==> src/rtl/servo_pwm_if.sv <==
// servo_pwm_if
//   Command/status bundle between the upstream position controller and
//   servo_pwm_gen.
//   master : drives position/pos_valid, observes the PWM status outputs
//   slave  : servo_pwm_gen side
//   Signals:
//     position     [7:0] commanded servo position (degrees)
//     pos_valid          qualifies position for one cycle
//     pwm_out            registered servo pulse
//     frame_start        one-cycle strobe on the first cycle of each frame
//     active_pos   [7:0] position governing the current frame
//     clamp_active       current frame's command exceeded MAX_POS
interface servo_pwm_if;
    logic [7:0] position;
    logic       pos_valid;
    logic       pwm_out;
    logic       frame_start;
    logic [7:0] active_pos;
    logic       clamp_active;

    modport master (
        output position, pos_valid,
        input  pwm_out, frame_start, active_pos, clamp_active
    );

    modport slave (
        input  position, pos_valid,
        output pwm_out, frame_start, active_pos, clamp_active
    );
endinterface

==> src/rtl/servo_pwm_gen.sv <==
// servo_pwm_gen
//   Fixed-period servo PWM generator. Position commands are latched at any
//   time but only applied on frame boundaries, so pulses are never glitched.
//   Optional feature macro: SERVO_SLEW_LIMIT_EN (limits active_pos movement
//   to SLEW_STEP per frame).
//   Ports:
//     clk    system clock
//     rst_n  asynchronous active-low reset
//     bus    servo_pwm_if.slave (position, pos_valid in; pwm_out,
//            frame_start, active_pos, clamp_active out)
//
//   state | meaning
//   RUN   | only state; prescaler and frame counter free-run, reset parks
//         | both on their last count so the first edge is a frame boundary
module servo_pwm_gen #(
    parameter int unsigned CLK_FREQ_HZ  = 50_000_000,
    parameter int unsigned FRAME_US     = 20000,
    parameter int unsigned MIN_PULSE_US = 1000,
    parameter int unsigned MAX_PULSE_US = 2000,
    parameter int unsigned MAX_POS      = 180,
    parameter int unsigned CENTER_POS   = 90,
    parameter int unsigned SLEW_STEP    = 2
) (
    input  logic       clk,
    input  logic       rst_n,
    servo_pwm_if.slave bus
);

    localparam int unsigned DIV   = CLK_FREQ_HZ / 1_000_000;
    localparam int          PRE_W = (DIV > 1) ? $clog2(DIV) : 1;
    localparam int          US_W  = (FRAME_US > 1) ? $clog2(FRAME_US) : 1;
    localparam logic [31:0] SPAN  = 32'(MAX_PULSE_US - MIN_PULSE_US);

    generate
        if (DIV < 2 || (CLK_FREQ_HZ % 1_000_000) != 0 || FRAME_US < 2 ||
            MAX_POS == 0 || MAX_POS > 255 || CENTER_POS > MAX_POS ||
            MAX_PULSE_US < MIN_PULSE_US || SLEW_STEP == 0 || SLEW_STEP > 255)
        begin : g_bad_cfg
            $error("servo_pwm_gen: illegal parameter set");
        end
    endgenerate

    logic [PRE_W-1:0] r_pre_cnt;
    logic [US_W-1:0]  r_us_cnt;
    logic [7:0]       r_pending;
    logic [7:0]       r_active;
    logic             r_clamp;
    logic             r_frame_start;
    logic             r_pwm;
    logic [31:0]      r_pulse_us;

    logic             w_pre_wrap;
    logic             w_us_wrap;
    logic             w_boundary;
    logic [PRE_W-1:0] w_pre_next;
    logic [US_W-1:0]  w_us_next;
    logic [7:0]       w_cmd;
    logic             w_over;
    logic [7:0]       w_target;
    logic [7:0]       w_slewed;
    logic [7:0]       w_active_next;
    logic [31:0]      w_pulse_next;

    always_comb begin
        w_pre_wrap = (r_pre_cnt == PRE_W'(DIV - 1));
        w_us_wrap  = (r_us_cnt == US_W'(FRAME_US - 1));
        w_boundary = w_pre_wrap && w_us_wrap;

        w_pre_next = w_pre_wrap ? '0 : r_pre_cnt + PRE_W'(1);
        w_us_next  = r_us_cnt;
        if (w_pre_wrap) begin
            w_us_next = w_us_wrap ? '0 : r_us_cnt + US_W'(1);
        end

        // A command arriving on the boundary edge itself governs the new frame.
        w_cmd    = bus.pos_valid ? bus.position : r_pending;
        w_over   = (w_cmd > 8'(MAX_POS));
        w_target = w_over ? 8'(MAX_POS) : w_cmd;

`ifdef SERVO_SLEW_LIMIT_EN
        w_slewed = w_target;
        if (w_target > r_active) begin
            if ((w_target - r_active) > 8'(SLEW_STEP)) begin
                w_slewed = r_active + 8'(SLEW_STEP);
            end
        end else if ((r_active - w_target) > 8'(SLEW_STEP)) begin
            w_slewed = r_active - 8'(SLEW_STEP);
        end
`else
        w_slewed = w_target;
`endif

        w_active_next = w_boundary ? w_slewed : r_active;
        w_pulse_next  = r_pulse_us;
        if (w_boundary) begin
            w_pulse_next = 32'(MIN_PULSE_US) +
                           (32'(w_slewed) * SPAN) / 32'(MAX_POS);
        end
    end

    always_ff @(posedge clk or negedge rst_n) begin
        if (!rst_n) begin
            r_pre_cnt     <= PRE_W'(DIV - 1);
            r_us_cnt      <= US_W'(FRAME_US - 1);
            r_pending     <= 8'(CENTER_POS);
            r_active      <= 8'(CENTER_POS);
            r_clamp       <= 1'b0;
            r_frame_start <= 1'b0;
            r_pwm         <= 1'b0;
            r_pulse_us    <= 32'(MIN_PULSE_US);
        end else begin
            r_pre_cnt     <= w_pre_next;
            r_us_cnt      <= w_us_next;
            r_frame_start <= w_boundary;
            r_active      <= w_active_next;
            r_pulse_us    <= w_pulse_next;
            // Registered compare against next-state values puts the rising
            // edge of the pulse on the boundary edge itself.
            r_pwm         <= (32'(w_us_next) < w_pulse_next);
            if (bus.pos_valid) begin
                r_pending <= bus.position;
            end
            if (w_boundary) begin
                r_clamp <= w_over;
            end
        end
    end

    assign bus.pwm_out      = r_pwm;
    assign bus.frame_start  = r_frame_start;
    assign bus.active_pos   = r_active;
    assign bus.clamp_active = r_clamp;

endmodule
==> src/flat_wrapper.sv <==
// flat-port wrapper written by rule: the top's interface ports become plain ports
module servo_pwm_gen_flat 
#(
    parameter int unsigned CLK_FREQ_HZ  = 50_000_000,
    parameter int unsigned FRAME_US     = 20000,
    parameter int unsigned MIN_PULSE_US = 1000,
    parameter int unsigned MAX_PULSE_US = 2000,
    parameter int unsigned MAX_POS      = 180,
    parameter int unsigned CENTER_POS   = 90,
    parameter int unsigned SLEW_STEP    = 2
)
  (clk, rst_n, bus_position, bus_pos_valid, bus_pwm_out, bus_frame_start, bus_active_pos, bus_clamp_active);
  servo_pwm_if bus_i ();
  input  logic clk;
  input  logic rst_n;
  input wire logic [$bits(bus_i.position)-1:0] bus_position;
  input wire logic [$bits(bus_i.pos_valid)-1:0] bus_pos_valid;
  output wire logic [$bits(bus_i.pwm_out)-1:0] bus_pwm_out;
  output wire logic [$bits(bus_i.frame_start)-1:0] bus_frame_start;
  output wire logic [$bits(bus_i.active_pos)-1:0] bus_active_pos;
  output wire logic [$bits(bus_i.clamp_active)-1:0] bus_clamp_active;
  assign bus_i.position = bus_position;
  assign bus_i.pos_valid = bus_pos_valid;
  assign bus_pwm_out = bus_i.pwm_out;
  assign bus_frame_start = bus_i.frame_start;
  assign bus_active_pos = bus_i.active_pos;
  assign bus_clamp_active = bus_i.clamp_active;
  servo_pwm_gen #(.CLK_FREQ_HZ(CLK_FREQ_HZ), .FRAME_US(FRAME_US), .MIN_PULSE_US(MIN_PULSE_US), .MAX_PULSE_US(MAX_PULSE_US), .MAX_POS(MAX_POS), .CENTER_POS(CENTER_POS), .SLEW_STEP(SLEW_STEP)) u_core (.clk(clk), .rst_n(rst_n), .bus(bus_i));
endmodule
==> config.mk <==
export PLATFORM = sky130hd
export DESIGN_NAME = servo_pwm_gen_flat
export DESIGN_NICKNAME = d
export VERILOG_FILES = /design/src/rtl/servo_pwm_if.sv /design/src/rtl/servo_pwm_gen.sv /design/src/flat_wrapper.sv
export SDC_FILE = /design/constraint.sdc
export NUM_CORES = 1
export LEC_CHECK = 0
export BUFFER_PORTS_ARGS = -buffer_cell sky130_fd_sc_hd__clkbuf_2
export CAP_MARGIN = 10
export CORE_ASPECT_RATIO = 1.25
export CORE_MARGIN = 1
export CORE_UTILIZATION = 55
export CTS_CLUSTER_DIAMETER = 120
export DETAILED_ROUTE_END_ITERATION = 10
export GPL_TIMING_DRIVEN = 0
export PLACE_DENSITY = 0.78
export REMOVE_ABC_BUFFERS = 1
export SKIP_LAST_GASP = 1
export SLEW_MARGIN = 20
export SYNTH_ARGS = -nofsm -noshare
export SYNTH_HDL_FRONTEND = slang
export SYNTH_SLANG_ARGS = --single-unit
export TNS_END_PERCENT = 5
==> constraint.sdc <==
create_clock -name clk -period 14 [get_ports clk]
set_input_delay 4.2 -clock clk [delete_from_list [all_inputs] [get_ports clk]]
set_output_delay 4.2 -clock clk [all_outputs]
set_load 0.02 [all_outputs]
Yosys cells after proc, flatten, opt, wreduce, memory -nomap -nowiden

Cells that the tools add are included.

Add/sub/neg operators: 3
Multiply operators: 1
Divide/modulo/power cells: 1
Order comparisons: 2
Equality and inequality tests: 2
Muxes and demuxes: 6
Reductions and logical operators: 1

Operator list:

| operator                                              | count |
|---|---|
| adder 10 x 32 -> 32 bit (first input constant)        | 1 |
| divider 18 x 8 -> 32 bit (second input constant)      | 1 |
| < comparator 15 x 32 -> 1 bit                         | 1 |
| two-way mux 32 bit                                    | 1 |
| two-way mux 15 bit                                    | 2 |
| two-way mux 8 bit                                     | 2 |
| adder 15 x 1 -> 15 bit (second input constant)        | 1 |
| == test 15 bit (second input constant)                | 1 |
| multiplier 8 x 7 -> 15 bit (second input constant)    | 1 |
| greater-than comparator 8 bit (second input constant) | 1 |
| adder 6 x 1 -> 6 bit (second input constant)          | 1 |
| == test 6 bit (second input constant)                 | 1 |
| two-way mux 6 bit                                     | 1 |
| logical AND 1 bit                                     | 1 |

Register bits: 72
Bits of input ports: 11
Output and inout bits: 11
Logic and storage cells: 24

Logic depth before layout (Yosys ltp)

Depth in word-level cells: 8
Depth in mapped cells: 65

Least setup slack after synthesis

Ideal clock, no wire load.

Kind: in2reg
From: in bus_pos_valid
To: reg u_core.r_pwm, in the netlist u_core.bus.pwm_out
Library setup time: 0.104 ns
Arrival: 18.061 ns
Required time: 13.896 ns
Path slack: -4.165 ns
Stages on the path: 59
Cells stage by stage: clkbuf_1 > mux2_2 > o21a_1 > o211a_1 > o21ai_0 > nand2_1 > fa_1 > fa_1 > fa_1 > fa_1 > inv_1 > ha_1 > buf_2 > o21a_1 > o21a_1 > o211a_1 > or3_1 > buf_2 > (+23 left out) > nand2_1 > nor3b_1 > a41oi_1 > a21oi_1 > o31ai_1 > a21oi_1 > xnor2_1 > ha_1 > nor2_1 > mux2_2 > o22ai_1 > a2111oi_2 > o21a_1 > ha_1 > or2_2 > a31oi_1 > nor3_2 > o41ai_2

Word-level cells in the longest chain between the ends: 8

RTL lines:

| element                           | RTL line             | text |
|---|---|---|
| start, declared                   | flat_wrapper.sv:17   | `input wire logic [$bits(bus_i.pos_valid)-1:0] bus_pos_valid;` |
| two-way mux 8 bit (*)             | servo_pwm_gen.sv:76  | `w_cmd = bus.pos_valid ? bus.position : r_pending;` |
| net u_core.w_cmd[0]               | servo_pwm_gen.sv:57  | `logic [7:0] w_cmd;` |
| greater-than comparator 8 bit     | servo_pwm_gen.sv:77  | `w_over = (w_cmd > 8'(MAX_POS));` |
| two-way mux 8 bit (*)             | servo_pwm_gen.sv:78  | `w_target = w_over ? 8'(MAX_POS) : w_cmd;` |
| multiplier 8 x 7 -> 15 bit (*)    | servo_pwm_gen.sv:97  | `(32'(w_slewed) * SPAN) / 32'(MAX_POS);` |
| divider 18 x 8 -> 32 bit (*)      | servo_pwm_gen.sv:97  |  |
| adder 10 x 32 -> 32 bit (*)       | servo_pwm_gen.sv:96  | `w_pulse_next = 32'(MIN_PULSE_US) +` |
| two-way mux 32 bit (*)            | servo_pwm_gen.sv:95  | `if (w_boundary) begin` |
| < comparator 15 x 32 -> 1 bit (*) | servo_pwm_gen.sv:119 | `r_pwm <= (32'(w_us_next) < w_pulse_next);` |
| end signal, assigned              | servo_pwm_gen.sv:119 |  |
| end, declared                     | servo_pwm_gen.sv:49  | `logic r_pwm;` |

The timed path passes the listed nets; every way through them passes the cells marked *.
A chain may end at the register's enable or synchronous reset.

Worst setup path in the final report

Ends and elaborated chain as after synthesis.

==> qor.csv <==
stage;metric;value;unit
timing;drv_slew;0;
timing;hold_viol_final;0;
floorplan;die_h;139;µm
setup_path;critical_path_arrival;17.77;ns
yosys;yosysSeqAreaShare;0.221;
clock_tree;clock_latency;0.33;ns
placement;port_buffers;21;
floorplan;dieArea;0.0156;mm²
setup_path;slowest_stage;fa_1;
setup_path;rr_worst_depth;58;
grt;grt_pass1_vias;8101;
yosys;synthFlopType;dfrtp_1;
timing;fin_setup_tns;-18.71;ns
drt;viasPerCell;6.65;
outcome;status;complete, but fails checks;
setup_path;reg2reg_to;u_core.bus.pwm_out$_DFF_PN0_;
setup_path;worst-path-max-fanout;14;
yosys;synthSimpleGateAreaFrac;0.224;
setup_path;cp-start-kind;input port;
setup_path;path_common_cell;buf_4;
placement;gp_congestion;0.914;
clock_tree;cts_buffers;9;
floorplan;dieWidth;112;µm
clock_tree;ctsRootBufferMaster;clkbuf_16;
floorplan;core_region_area;0.0146;mm²
setup_path;reg2reg_from;u_core.r_pending[0]$_DFF_PN0_;
layout;n_antenna_cell;0;
drt;drt_first_pass_iters;5;
timing;period_minus_slack;17.55;ns
yosys;synth_compound_area_frac;0.276;
timing;finalSetupViolCount;13;
timing;timing.final.crit_share;1.25;
clock_tree;clk_path_buf_depth;2;
setup_path;critPathKind;input port to register;
setup_path;startpoint;bus_pos_valid;
clock_tree;h-tree-depth;3;
timing;fin_ws;-3.55;ns
yosys;yosysWarnings;0;
floorplan;ios;22;
layout;final_cells;1265;
drt;drt_iter0_markers;575;
setup_path;cpPeakStageDelay;0.52;ns
grt;grt_antenna_before_repair;0;
run;cap_violations;0;
setup_path;cp_top_family;compound AO/OA/AOI/OAI gates;
timing;fmax;57.0;MHz
grt;overflow;0;
grt;grt_pass1_wl;37600;µm
clock_tree;cts.sinks;72;
drt;wl;24000;µm
clock_tree;cts_hold_buf;0;
outcome;violations;negative setup slack;
yosys;synthAdderAreaFrac;0.141;
timing;worstMarginPinSlew;1.12;ns
yosys;ys_types;115;
placement;pre_cts_slack;-8.59;ns
timing;relSlewSlack;0.250;
yosys;syn_area_per_cell;8.45;µm²
setup_path;regToRegSetupSlack;0.13;ns
placement;hpwl;14600;µm
setup_path;endpoint;u_core.bus.pwm_out$_DFF_PN0_;
floorplan;initial_core_util;0.570;
drt;drcViolationCount;0;
timing;fin_skew;0.00765;ns
placement;placed_cells;1150;
worst_hold_path;worstHoldPathType;register to register;
yosys;synth.area.mux_share;0.0289;
setup_path;crit_cells;59;
timing;rsz0062_at_grt;yes;
setup_path;cp_num_buf_inv;10;
yosys;ys_ff_latch;72;
setup_path;cp.required;14.21;ns
layout;final_nets;1171;
yosys;syn_area;0.00832;mm²
drt;antenna_left;0;
yosys;synth-edff-count;0;
yosys;synthArstFlopShare;1.00;
yosys;synth_xor_area_frac;0.0573;
yosys;netlist_instances;984;
drt;wl_per_cell;19.0;µm
drt;via_count;8414;
clock_tree;cts_tree;done;
setup_path;end_kind;register;
yosys;synth_top_family_by_area;compound AO/OA/AOI/OAI gates;
layout;drive_gt1_frac;0.318;
floorplan;rows;49;
clock_tree;clkTransAtPathRegs;0.05;ns
grt;grt.total_usage;0.290;
grt;grt_max_degree;54;
layout;syn_to_final_growth;26.9;%
[area by class of cell]
cell class / instances / area, µm²
Multi-Input combinational cell: 806 / 6980
Sequential cell: 72 / 1830
Tap cell: 178 / 223
Clock inverter: 4 / 70.1
Clock buffer: 12 / 236
Fill cell: 1013 / 4040
Timing Repair Buffer: 121 / 938
Inverter: 72 / 274
[worst register-to-register path: cells and delay by family, from the launching register on]
family	cells	cell delay [ns]
buffers and inverters	9	1.22
AND/OR/NAND/NOR	11	2.20
flip-flops	1	0.37
multiplexers	2	0.63
AO/OA/AOI/OAI	27	6.46
XOR/XNOR	1	0.09
adder cells (fa/ha/maj)	8	2.79
[cells in the final DEF (no fill, tap or decap), types with 8 or more instances in the layout]
cell type / count
or3_1: 11
a31oi_1: 9
nand2_1: 90
a21oi_2: 12
inv_1: 65
dfrtp_1: 46
clkbuf_2: 19
o21ai_0: 46
o211ai_1: 13
nand3_1: 29
a211oi_1: 8
a21oi_1: 35
nor2b_1: 22
dfstp_2: 26
o21ai_2: 10
nor2_1: 53
a211o_1: 8
xor2_1: 10
ha_1: 51
nand2b_1: 13
nor3_1: 27
xnor2_1: 27
nand4_1: 13
o21a_1: 12
buf_4: 93
fa_1: 21
clkbuf_16: 10
nor4_1: 8
xnor2_2: 9
and3_1: 10
[stage by stage]
stage | utilization | instance area (µm²) | hold slack [ns]
6_report | 0.723 | 10600 | 0.472
5_1_grt | 0.723 | 10600 | 0.499
4_1_cts | 0.691 | 10100 | 0.475
3_5_place_dp | 0.584 | 8520 | 0.462
3_3_place_gp | 0.581 | 8480 | 0.447
2_1_floorplan | - | 8150 | 0.433
[logic make-up (layout without fill, tap and decap cells)]
kind of cell / Yosys count / in the layout
adder cells (fa/ha/maj): 81 / 81
flip-flops: 72 / 72
XOR/XNOR: 51 / 51
multiplexers: 22 / 22
AO/OA/AOI/OAI: 295 / 295
buffers and inverters: 106 / 209
other: 1 / 1
AND/OR/NAND/NOR: 356 / 356
[registers in the layout, indices dropped and copies added, names as in the netlist]
| signal | count |
|---|---|
| u_core.bus.active_pos | 8 |
| u_core.r_pending | 8 |
| u_core.bus.frame_start | 1 |
| u_core.r_us_cnt | 15 |
| u_core.bus.clamp_active | 1 |
| u_core.r_pulse_us | 32 |
| u_core.r_pre_cnt | 6 |
| u_core.bus.pwm_out | 1 |
[routing by layer]
| layer | track usage | wire length [µm] |
|---|---|---|
| met1 | 0.341 | 9540 |
| met2 | 0.525 | 12400 |
| met3 | 0.0331 | 1200 |
| met4 | 0.138 | 954 |
| met5 | 0 | 0 |
[worst min path at each step]
stage | cells after the start | from | to | slack, ns
global placement | 2 | u_core.r_pulse_us[13]$_DFF_PN0_ | u_core.r_pulse_us[13]$_DFF_PN0_ | 0.45
floorplan | 2 | u_core.r_pulse_us[12]$_DFF_PN0_ | u_core.r_pulse_us[12]$_DFF_PN0_ | 0.43
global route | 2 | u_core.r_pulse_us[12]$_DFF_PN0_ | u_core.r_pulse_us[12]$_DFF_PN0_ | 0.50
detailed placement | 2 | u_core.r_pulse_us[13]$_DFF_PN0_ | u_core.r_pulse_us[13]$_DFF_PN0_ | 0.46
finish | 2 | u_core.r_pulse_us[13]$_DFF_PN0_ | u_core.r_pulse_us[13]$_DFF_PN0_ | 0.47
CTS | 2 | u_core.r_pulse_us[13]$_DFF_PN0_ | u_core.r_pulse_us[13]$_DFF_PN0_ | 0.48
[cell usage after synthesis, types with 8 or more instances]
cell type / count / area share
and3_1: 11 / 0.0083
nor4_1: 10 / 0.0075
nand3_1: 33 / 0.020
nor3_1: 34 / 0.020
inv_1: 70 / 0.032
xnor2_1: 34 / 0.036
nor2b_1: 24 / 0.018
buf_2: 10 / 0.0060
ha_1: 57 / 0.086
nand2_1: 95 / 0.043
nor2_1: 58 / 0.026
clkbuf_1: 19 / 0.0086
xor2_1: 13 / 0.014
o21ai_0: 51 / 0.031
o22ai_1: 8 / 0.0060
fa_1: 21 / 0.051
o21ai_1: 11 / 0.0066
or3_1: 16 / 0.012
o211ai_1: 13 / 0.012
a211oi_1: 11 / 0.0099
mux2_2: 12 / 0.016
a211o_1: 9 / 0.0095
nand2b_1: 13 / 0.0098
dfstp_2: 26 / 0.082
a21oi_1: 48 / 0.029
dfrtp_1: 46 / 0.14
nand4_1: 13 / 0.0098
mux2i_1: 9 / 0.011
o21a_1: 14 / 0.013
a31oi_1: 11 / 0.0083
[repair_timing]
| item | 4_1_cts | 5_1_grt |
|---|---|---|
| setup buffers | 69 | 30 |
| endpoints found under the setup margin | 13 | 13 |
| pin swaps | 69 | 45 |
| resized for setup | 139 | 43 |
| cloned | 0 | 0 |
Power is not shown: default switching activity piles up to over one toggle a cycle in this logic, so the estimate is an artifact.
